$ cat config.mk
export PLATFORM = sky130hd
export DESIGN_NAME = crossbar_ctl
export DESIGN_NICKNAME = d
export VERILOG_FILES = /design/src/rtl/crossbar_ctl.sv
export SDC_FILE = /design/constraint.sdc
export NUM_CORES = 1
export LEC_CHECK = 0
export CORE_MARGIN = 2
export CORE_UTILIZATION = 25
export DETAILED_ROUTE_END_ITERATION = 8
export GPL_TIMING_DRIVEN = 0
export PLACE_DENSITY = 0.57
export SLEW_MARGIN = 20
export SYNTH_ARGS = -nofsm -noshare
export SYNTH_HDL_FRONTEND = slang
export SYNTH_SLANG_ARGS = --single-unit
$ cat constraint.sdc
create_clock -name clk -period 2.4 [get_ports clk]
set_input_delay 0.48 -clock clk [delete_from_list [all_inputs] [get_ports clk]]
set_output_delay 0.48 -clock clk [all_outputs]
set_load 0.03 [all_outputs]
$ cat src/rtl/crossbar_ctl.sv
// crossbar_ctl: ownership sequencer for the shared-bus crossbar; drives set_owner/clr_owner around each tenure.
// Define CROSSBAR_WATCHDOG_EN to build the idle watchdog that forces release and sets timeout_err.
module crossbar_ctl #(
   parameter  int MAX_OUTSTANDING = 4,
   parameter  int MAX_GRANT_BEATS = 8,
   parameter  int TIMEOUT_CYCLES  = 1024,
   localparam int OUT_W           = $clog2(MAX_OUTSTANDING + 1)
) (
   input  logic             clk,
   input  logic             rst_n,
   input  logic [15:0]      request,
   input  logic [15:0]      grant,
   input  logic             a_fire,
   input  logic             d_fire,
   output logic             set_owner,
   output logic             clr_owner,
   output logic             busy,
   output logic [OUT_W-1:0] outstanding,
   output logic             ovf_err,
   output logic             timeout_err
);

   localparam int                BEAT_W   = $clog2(MAX_GRANT_BEATS + 1);
   localparam logic [OUT_W-1:0]  OUT_MAX  = OUT_W'(MAX_OUTSTANDING);
   localparam logic [BEAT_W-1:0] BEAT_MAX = BEAT_W'(MAX_GRANT_BEATS);

   if (MAX_OUTSTANDING < 1 || MAX_GRANT_BEATS < 1 || TIMEOUT_CYCLES < 2) begin : g_param_chk
      $error("crossbar_ctl: parameter out of range");
   end

   typedef enum logic [2:0] {
      S_IDLE,
      S_GRANT,
      S_OWN,
      S_DRAIN,
      S_RELEASE
   } state_t;

   state_t            state_q, state_d;
   logic [OUT_W-1:0]  outstanding_q, outstanding_d;
   logic [BEAT_W-1:0] beat_cnt_q, beat_cnt_d, beat_inc;
   logic              set_owner_q, clr_owner_q, busy_q;
   logic              ovf_err_q, ovf_err_d;
   logic              in_tenure, quota_hit, wdog_expire;

   assign in_tenure = (state_q == S_OWN) || (state_q == S_DRAIN);

   // Beat count including this cycle's a_fire, saturating so it never wraps.
   assign beat_inc  = (a_fire && (beat_cnt_q != BEAT_MAX)) ? beat_cnt_q + BEAT_W'(1) : beat_cnt_q;
   assign quota_hit = (beat_inc == BEAT_MAX);

`ifdef CROSSBAR_WATCHDOG_EN
   localparam int WD_W = $clog2(TIMEOUT_CYCLES + 1);

   logic [WD_W-1:0] wdog_q, wdog_d;
   logic            timeout_err_q;

   always_comb begin
      wdog_d      = '0;
      wdog_expire = 1'b0;
      if (in_tenure && !(a_fire || d_fire)) begin
         wdog_d      = wdog_q + WD_W'(1);
         wdog_expire = (wdog_d == WD_W'(TIMEOUT_CYCLES));
      end
   end

   always_ff @(posedge clk or negedge rst_n) begin
      if (!rst_n) begin
         wdog_q        <= '0;
         timeout_err_q <= 1'b0;
      end else begin
         wdog_q        <= wdog_d;
         timeout_err_q <= timeout_err_q | wdog_expire;
      end
   end

   assign timeout_err = timeout_err_q;
`else
   assign wdog_expire = 1'b0;
   assign timeout_err = 1'b0;
`endif

   always_comb begin
      state_d = state_q;
      case (state_q)
         S_IDLE:    if (|request) state_d = S_GRANT;
         S_GRANT:   state_d = S_OWN;
         S_OWN: begin
            if (wdog_expire || (grant == '0)) state_d = S_RELEASE;
            else if (((request & grant) == '0) || quota_hit) state_d = S_DRAIN;
         end
         S_DRAIN:   if (wdog_expire || (outstanding_q == '0)) state_d = S_RELEASE;
         S_RELEASE: state_d = S_IDLE;
         default:   state_d = S_IDLE;
      endcase
   end

   always_comb begin
      outstanding_d = outstanding_q;
      if (in_tenure) begin
         if (a_fire && !d_fire) begin
            if (outstanding_q != OUT_MAX) outstanding_d = outstanding_q + OUT_W'(1);
         end else if (d_fire && !a_fire) begin
            if (outstanding_q != '0) outstanding_d = outstanding_q - OUT_W'(1);
         end else if (a_fire && d_fire && (outstanding_q == '0)) begin
            // A response at zero has nothing to retire, so only the request counts.
            outstanding_d = OUT_W'(1);
         end
      end
      if (state_d == S_RELEASE) outstanding_d = '0;
   end

   always_comb begin
      beat_cnt_d = beat_cnt_q;
      if (state_q == S_GRANT)     beat_cnt_d = '0;
      else if (state_q == S_OWN)  beat_cnt_d = beat_inc;
   end

   assign ovf_err_d = ovf_err_q | (in_tenure && a_fire && (outstanding_q == OUT_MAX));

   always_ff @(posedge clk or negedge rst_n) begin
      if (!rst_n) begin
         state_q       <= S_IDLE;
         set_owner_q   <= 1'b0;
         clr_owner_q   <= 1'b0;
         busy_q        <= 1'b0;
         outstanding_q <= '0;
         beat_cnt_q    <= '0;
         ovf_err_q     <= 1'b0;
      end else begin
         state_q       <= state_d;
         set_owner_q   <= (state_d == S_GRANT);
         clr_owner_q   <= (state_d == S_RELEASE);
         busy_q        <= (state_d != S_IDLE);
         outstanding_q <= outstanding_d;
         beat_cnt_q    <= beat_cnt_d;
         ovf_err_q     <= ovf_err_d;
      end
   end

   assign set_owner   = set_owner_q;
   assign clr_owner   = clr_owner_q;
   assign busy        = busy_q;
   assign outstanding = outstanding_q;
   assign ovf_err     = ovf_err_q;

endmodule

Word-level counts from Yosys, hierarchy flattened --
Index checks and enable logic that the tools add are counted. Widths: inputs -> output; s select.
Word-level totals: output and inout bits 8, register bits 14, logic and storage cells 60
Cells by class: reductions and logical operators 22, bitwise gates (word level) 2, $add $sub $neg 3, equality and inequality tests 11, multiplexer cells 15
Operator list (number):
- $mux 3 | 11
- $logic_not 16->1 | 2
- $and 16x16->16 | 1
- $reduce_or 16->1 | 1
- $mux 4 | 3
- $pmux 3 s4 | 1
- $logic_and 1x1->1 | 7
- $eq 3x1->1 const B | 2
- $eq 3x2->1 const B | 2
- $eq 3x3->1 const B | 2
- $logic_not 3->1 | 2
- $reduce_bool 3->1 | 2
- $add 4x1->4 const B | 1
- $eq 4x4->1 const B | 1
- $ne 4x2->1 const B | 1
- $ne 4x4->1 const B | 1
- $reduce_and 4->1 | 1
- $reduce_bool 2->1 | 2
- $reduce_bool 4->1 | 1
- $add 3x1->3 const B | 1
- $ne 3x1->1 const B | 1
- $ne 3x3->1 const B | 1
- $sub 3x1->3 const B | 1
- $logic_not 1->1 | 2
- other kinds (2) | 3

Depth between registers and ports, before layout --
Gate-level depths: netlist of run 1.
word-level depth 11, gate-level depth with buffers 7, depth with buffers taken out 7

Least setup slack after synthesis of run 1 --
OpenSTA, ideal clock, no wires.
path type reg-to-reg, start point register outstanding_q[0] (netlist: outstanding[0]), end point register outstanding_q[2] (netlist: outstanding[2]), clock period less this slack 1.861 ns, setup slack 0.539 ns, arrival time 1.762 ns, setup time 0.099 ns, path buffers 0, stages on the path, launching flop included 8, cell sequence dfrtp_1 -> inv_1 -> ha_1 -> and2b_4 -> nand2_4 -> a221oi_4 -> a21oi_1 -> a311oi_1
Between the ends: longest elaborated chain between the ends 6, elaborated cells between the ends (all ways) 20
RTL lines:
- from (decl) | RTL line 40 | logic [OUT_W-1:0] outstanding_q, outstanding_d;
- from (signal assigned) | RTL line 135 | outstanding_q <= outstanding_d;
- $logic_not 3->1 or $sub 3x1->3 (tied branches) | RTL line 92, 105, 104
- $mux 3 (on tied branches) | RTL line 92, 104
- $pmux 3 s4 or $mux 3 (tied branches) | RTL line 85, 103
- $eq 3x3->1 or $mux 3 (tied branches) | RTL line 110, 101
- $ne 4x2->1 (no source line) (tied with other cells)
- $reduce_and 4->1 (no source line) or $mux 3 (tied branches)
Several ways; a longest one is shown, not always the timed one. The select of a mux whose other input is x is not followed. A chain may end at the register's enable or synchronous reset.

Worst setup path after layout of run 1 --
start point input port d_fire, end point register outstanding_q[2] (netlist: outstanding[2])
Between the ends: longest elaborated chain between the ends 5, elaborated cells between the ends (all ways) 13
RTL lines:
- from (decl) | RTL line 14 | input logic d_fire,
- $logic_and 1x1->1 or $logic_not 1->1 (tied branches) | RTL line 103, 101
- $mux 3 or $logic_and 1x1->1 (tied branches) | RTL line 103, 101
- $mux 3 | RTL line 101 | if (a_fire && !d_fire) begin
- $mux 3 | RTL line 100 | if (in_tenure) begin
- $mux 3 | RTL line 110 | if (state_d == S_RELEASE) outstanding_d = '0;
Several ways; a longest one is shown, not always the timed one. The select of a mux whose other input is x is not followed.

==> impl_summary.md, run 1 <==
Synth
Counting flops with a built-in enable in the synthesized netlist gives 0. The total standard cell area after synthesis is 0.00104 mm2. The count of synthesis-stage warnings from yosys is 0. The most frequently used flop master after synthesis is dfrtp_1. The synthesized area per cell is 9.13 um2. The proportion of synthesized chip area in sequential cells is 0.337.

The distinct cell type count of the synthesized netlist is 41. The flip-flop and latch count after synthesis is 14. The number of instances in the synthesized netlist is 114.

Counting every net in the synthesized netlist gives ~160. Of all flip-flops after synthesis, the portion carrying an async set or reset was 1.00.

Detailed routing
The routed design uses 187 um of met3 wire. Using the TritonRoute via totals, the vias-per-cell ratio works out to 5.23. In the final routed layout, each cell accounts on average for roughly 13 um. After detailed routing, the met2 layer carries around 1400 um of wire. The final wirelength is around 2800 um. The number of vias in the routed layout is between 1,000 and 1,500. The number of antenna-violating nets in the routed design is 0. The number of design rule violations left after detail routing is 0. In the final routing, the length of wire on met1 measures approximately 1100 um. The initial DRC count is 21. In this run the top signal layer used is met4. For this run, the detailed router's first-pass iteration total came to 4.

Timing
For the pin with the worst max-slew slack, the measured transition is roughly 640 ps. The number of pins exceeding their max-slew limit in the final report is 0. The final worst slack is between 150 and 200 ps. Across the routed clock network, the largest skew measured is about 4 ps. Setup violations remaining at the end of the flow were counted as 0. Based on the critical path, the design can be clocked at up to around 0.45 GHz. The final count of hold timing violations is 0.

In the finished design, the share of the clock period the worst path needs comes to 0.936. Subtracting the final worst setup slack from the clock period gives roughly 2200 ps. The worst slew margin relative to its limit is 0.571. Setup repair after global routing left no endpoint under its margin.

Power
The clock network power share is 0.161. The share of total power dissipated in combinational logic is 0.535. Of the total power, the share spent switching nets is 0.420. The worst voltage drop across the vdd grid is approximately 0.00027 V.

The net switching power of the design is about 0.60 mW. The internal cell power is ~0.83 mW. The leakage power is ~0.65 nW. The total power draw is ~1.4 mW. The areal power density over the cells is between 900 and 1000 mW/mm2. The power share of the sequential group is 0.304.

Global routing
The via count of the first global-routing pass is ~1,100. Entering global routing, the biggest net connects 15 pins. The overflow left after global routing is 0. The first-pass GRT wire length is between 4000 and 5000 um. In the global route stage, overall resource usage came out at 0.135. The number of antenna violations at the first check in global routing is 0.

Clock network
The number of clock buffers added by TritonCTS is 3. TritonCTS built the clock tree. The clock sink count is 14. The maximum clock insertion buffer count is 2. The number of hold buffers added after cts is 0. The clock slew seen by the registers of the worst setup and hold paths is approximately 60 ps. The clock root buffer is clkbuf_8. In this run the post-CTS setup repair buffer count came out at 0. The worst-skew pair later-pin latency is 250 ps.

In this run the number of H-tree levels came out at 1.

Setup path
In this run the critical register-to-register path is launched from outstanding[0]. The startpoint of the most critical setup path is d_fire. STA classifies the critical path startpoint as an input port.

The worst setup path is captured at a flop. For the worst setup path, the data required time is between 2000 and 3000 ps. The last element of the critical path is outstanding[2].

Along the worst path, the maximum fanout reaches 8. The slack of the worst reg-to-reg path is 480 ps. The end of the worst register-to-register path is outstanding[2]. The signal arrival time at the worst endpoint is between 2000 and 2500 ps.

Measured in cells, the most critical reg-to-reg path has a length of 7. The setup path with the least slack is of type in -> reg.

Final layout
The repair_antennas step left the layout with diodes totalling 0. Of the cells placed in the final design, the portion with a size suffix greater than 1 is 0.0625. From synthesis to final layout, the design area changed by 51.9%.

Fill cells in the final layout number around 380. The post-route cell area is ~0.0016 mm2. The count of nets after finishing is between 200 and 250.

Placement
Buffers placed on the I/O ports in this run total 42. The placer congestion estimate is ~0.85. The worst setup slack after placement is -192 ps.

The total half-perimeter wirelength after legalization and detailed placement is between 2000 and 2500 um. The placed instances occupy a cell area of roughly 0.0015 mm2.

Floorplanning
The width of the die is ~70 um. The top-level port count is 44. The total area inside the core boundary comes to approximately 0.0040 mm2.

The floorplan step defined a die boundary enclosing about 0.0047 mm2. The height of the chip is ~69 um. The floorplan has 23 rows. The initial core utilization is 0.260.

Job
The count of maximum capacitance violations is 0.

Worst hold path
The class of the tightest hold or removal check is reg -> reg.

Outcome
The run finished with clean final reports.
==> synth_stat cells (2+ instances only) <==
cell type | count | share of area
mux2i_1 | 2 | 0.019
dfrtp_1 | 14 | 0.34
nor2_1 | 9 | 0.032
ha_1 | 9 | 0.11
o21ai_0 | 4 | 0.019
nor4_1 | 8 | 0.048
and2_1 | 2 | 0.012
a21oi_1 | 5 | 0.024
a221oi_1 | 4 | 0.034
o22ai_1 | 2 | 0.012
a22o_1 | 4 | 0.034
a311oi_1 | 2 | 0.017
inv_1 | 8 | 0.029
nand2_1 | 11 | 0.040
nand4_1 | 3 | 0.018
o31a_1 | 2 | 0.017
==> kinds of logic (layout without fill, tap and decap cells) <==
| family | Yosys count | after routing | synth area share |
|---|---|---|---|
| and+or+nand+nor | 43 | 43 | 0.224 |
| AOI/OAI and AO/OA | 33 | 33 | 0.250 |
| DFF | 14 | 14 | 0.337 |
| buffers and inverters | 10 | 56 | 0.0397 |
| adders and majority gates | 9 | 9 | 0.108 |
| muxes | 3 | 3 | 0.0300 |
| other | 1 | 1 | 0.00360 |
| xor gates and xnor gates | 1 | 1 | 0.00841 |
==> critical path: stages <==
cell and delay [ps]:
clkdlybuf4s50_1 540, inv_1 60, ha_1 270, mux2_2 320, a221oi_4 320, a21oi_1 110, a311oi_1 290
==> what timing repair did <==
item / 4_1_cts / 5_1_grt
hold endpoints to repair: 0 / 0
setup endpoints to repair: 0 / 1
gates resized for setup: 0 / 1
==> worst min-delay path by stage <==
stage               cells past startpoint            end  slack, ps  startpoint
floorplan                               0  beat_cnt_q[0]        180       rst_n
global placement                        1        ovf_err        470     ovf_err
detailed placement                      1        ovf_err        480     ovf_err
CTS                                     1        ovf_err        490     ovf_err
global route                            1        ovf_err        530     ovf_err
finish                                  1        ovf_err        490     ovf_err
==> layout make-up <==
type,count,area (um2),share of cell area
Multi-Input combinational cell,90,649,0.411
Inverter,8,30.0,0.0190
Sequential cell,14,350,0.222
Clock buffer,4,55.1,0.0348
Tap cell,50,62.6,0.0396
Buffer,2,11.3,0.00712
Timing Repair Buffer,42,423,0.267
==> sequential cells by signal, summed over array words and instances, names as in the netlist <==
| register | count |
|---|---|
| set_owner | 1 |
| beat_cnt_q | 4 |
| ovf_err | 1 |
| outstanding | 3 |
| busy | 1 |
| state_q | 3 |
| clr_owner | 1 |
==> power by group through the flow <==
stage                     Combinational, mW  Sequential, mW  Clock (mW)
final                                 0.768           0.437       0.231
after global routing                  0.853           0.456       0.246
after CTS                             0.770           0.436       0.239
after detailed placement              0.766           0.440           0
after global placement                0.751           0.436           0
after floorplan                       0.429           0.505           0
==> through the flow <==
step	hold slack (ps)	std cells	TNS [ps]	utilization
floorplan	184	114	0	-
global placement	472	206	-275	0.381
detailed placement	476	206	-402	0.381
CTS	493	210	0	0.395
global route	526	210	0	0.395
finish	490	210	0	0.395
==> placed cells by master, fill, tap and decap left out, drive strengths merged, types with 2 or more instances in the layout <==
| cell type | synthesis | routed |
|---|---|---|
| clkdlybuf4s50 | 0 | 41 |
| dfrtp | 14 | 14 |
| nand2 | 12 | 12 |
| nor2 | 9 | 9 |
| ha | 9 | 9 |
| inv | 8 | 8 |
| nor4 | 8 | 8 |
| a21oi | 5 | 5 |
| a221oi | 5 | 5 |
| o21ai | 5 | 5 |
| clkbuf | 1 | 5 |
| a22o | 4 | 4 |
| nand4 | 3 | 3 |
| and2 | 2 | 2 |
| o31a | 2 | 2 |
| mux2i | 2 | 2 |
| o22ai | 2 | 2 |
| a311oi | 2 | 2 |
==> metal layers <==
layer / vias to the layer above / track usage
met5: - / 0
li1: 528 / -
met1: 513 / 0.137
met4: 0 / 0.0975
met3: 6 / 0.0146
met2: 52 / 0.255
(Power assumes the default switching activity.)
==> run 2, diff against run 1 <==
Settings changed: CTS_CLUSTER_SIZE set to 20, REMOVE_ABC_BUFFERS set to 1, SLEW_MARGIN 20 to not set.
==> impl_summary.md, run 2 (synthesis results as in run 1) <==
Global routing
The first global-routing pass estimated ~4600 um of wire. Across every metal layer, demand over resource in global routing totals 0.129. The number of antenna violations at the first check in global routing is 0. The via count of the first global-routing pass is between 1,000 and 1,500. Entering global routing, the biggest net connects 15 pins.

Global routing finished with a remaining overflow of 0.

Setup path
The critical path runs through a total of 7 cells. The last element of the critical path is outstanding[2]. The sort of element at the start of the critical path is an input port. STA classifies the critical path endpoint as a flop.

In this run the critical register-to-register path is launched from outstanding[0]. The number of buffers and inverters on the critical path is 2. The slack of the worst reg-to-reg path is around 490 ps. Broken down by cell family, the worst path's largest delay share belongs to compound AO/OA/AOI/OAI gates. The peak fanout along the critical path is 8. Walking the worst path, the cells encountered are clkdlybuf4s50_1 -> inv_1 -> ha_1 -> mux2_2 -> a221oi_4 -> a21oi_1 -> a311oi_2. The startpoint of the most critical setup path is d_fire. By startpoint and endpoint, the worst setup path is classified as in -> reg. For this run, the slowest stage of the critical path takes approximately 530 ps.

Data on the critical path is required at its endpoint by between 2000 and 3000 ps. The end of the worst register-to-register path is outstanding[2]. The worst-case reg-to-reg path depth is 7. The signal arrival time at the worst endpoint is approximately 2400 ps. The slowest stage of the critical path belongs to the cell clkdlybuf4s50_1.

Clock network
The maximum clock insertion buffer count is 2. The clock root buffer is clkbuf_8. The CTS tree is done. CTS built an H-tree with a depth of 1. Clock-pin slew was measured on the worst setup and hold paths at around 60 ps. The worst-skew pair later-pin latency is between 200 and 250 ps. Buffers inserted during clock tree synthesis total 3. The clock sink count is 14. The number of hold buffers added after cts is 0.

Placement
The worst setup slack after placement is -174 ps. The placer congestion estimate is 0.826. The total of buffers placed on input and output ports is 42. The total half-perimeter wirelength after legalization and detailed placement is around 2400 um.

Final layout
The library cells used most frequently in the layout, excluding fill and tap cells, are clkdlybuf4s50_1, dfrtp_1, nand2_1. The flip-flop count of the largest register, all copies and words added is 4. The top register by number of flip-flops is beat_cnt_q. Measured on the finished design, the core utilization comes to 0.394. The growth of design area from synthesis to finish is 51.4%.

The net count of the finished layout is roughly 200. The fraction of final layout cells sized beyond drive strength 1 is 0.0633. The diode insertion count for antenna repair is 0. The library cell used most frequently in the layout, excluding fill and tap cells, is clkdlybuf4s50_1.

Timing
The final count of hold timing violations was 0. The slew of the pin with the lowest slew margin is roughly 600 ps. The final worst slack is 151 ps. The share of the clock period used by the worst path is 0.937. Setup violations remaining at the end of the flow were counted as 0.

The routed design could run at a clock period as short as roughly 2200 ps. Measured against its own limit, the worst slew margin works out to 0.592. The maximum frequency from static timing analysis is approximately 0.44 GHz. The number of pins exceeding their max-slew limit in the final report is 0. Setup repair after global routing left no endpoint under its margin. The maximum clock skew at final layout is slightly below 2 ps.

Floorplanning
The width of the die is 68.5 um. The initial core utilization is 0.260. The area of the die is 0.00470 mm2. The top-level port count is 44. In this run the vertical extent of the chip is about 70 um. The row count is 23. The core box area is ~0.0040 mm2.

Outcome
The flow ran to the end, and the final reports show no timing, DRC or antenna violations.

Detailed routing
The number of design rule violations left after detail routing is 0. The number of vias in the routed layout is between 1,000 and 1,500. Once detail routing completed, the nets flagged for antenna violations numbered 0. The initial DRC count is 36. Dividing the detail-routed wire length by the instance count gives 13.9 um. The final wirelength is between 2000 and 3000 um.

The per-cell via count in the routed design is ~5.3. The number of search-and-repair iterations in the first detailed-routing pass is 4.

Power
The areal power density over the cells is about 910 mW/mm2. The analysis attributes to net switching a power of approximately 0.60 mW. The share of total power dissipated in the clock network is 0.157.

The internal cell power is around 0.83 mW. Of the total power, registers draw 0.323. The switching share of power is 0.420. VDD sags by at most roughly 0.00026 V. The leakage power is roughly 0.65 nW. The total power draw is 1.43 mW. The combinational cell fraction of total power is 0.520.

Worst hold path
The class of the tightest hold or removal check is reg -> reg.

Job
The tool flagged a number of max-cap violations equal to 0.
run 2: changes by cell type in the layout (fill, tap and decap cells not counted), sizes merged:
cell | before | now
buf | 1 | 0
clkbuf | 5 | 4
run 2: power by group through the flow:
stage          Sequential [mW]  Combinational (mW)  Clock, mW
3_3_place_gp             0.452               0.724          0
2_1_floorplan            0.517               0.411          0
3_5_place_dp             0.459               0.737          0
4_1_cts                  0.455               0.741      0.233
6_report                 0.462               0.745      0.225
5_1_grt                  0.474               0.823      0.246
run 2: repair_timing:
action,CTS,global route
gates resized for setup,0,2
setup buffers,0,0
setup endpoints to repair,0,2
run 2: final cells by class:
cell class	instances	area, um2
repair buffers	42	423
flip-flops and latches	14	350
fillers	390	2420
multi-input cells	90	656
clock buffers	4	55.1
well taps	50	62.6
inverters	8	30.0
run 2: stage by stage:
| step | hold slack [ps] | setup TNS, ps | cell area (um2) | std cells |
|---|---|---|---|---|
| after global placement | 472 | -242 | 1510 | 204 |
| after detailed placement | 485 | -343 | 1510 | 204 |
| after CTS | 502 | 0 | 1570 | 208 |
| after global routing | 533 | 0 | 1580 | 208 |
| final | 502 | 0 | 1580 | 208 |
| after floorplan | 184 | 0 | 1030 | 112 |
run 2: how the worst min path moves through the flow:
stage / startpoint / endpoint / slack [ps] / cells past startpoint
after detailed placement: ovf_err / ovf_err / 490 / 1
after global placement: ovf_err / ovf_err / 470 / 1
after CTS: ovf_err / ovf_err / 500 / 1
after global routing: ovf_err / ovf_err / 530 / 1
after floorplan: rst_n / beat_cnt_q[0] / 180 / 0
final: ovf_err / ovf_err / 500 / 1
run 2: layer usage:
layer | wire (um) | global-route usage
met5 | 0 | 0
met4 | 48 | 0.0525
met3 | 235 | 0.0130
met2 | 1440 | 0.245
met1 | 1160 | 0.146
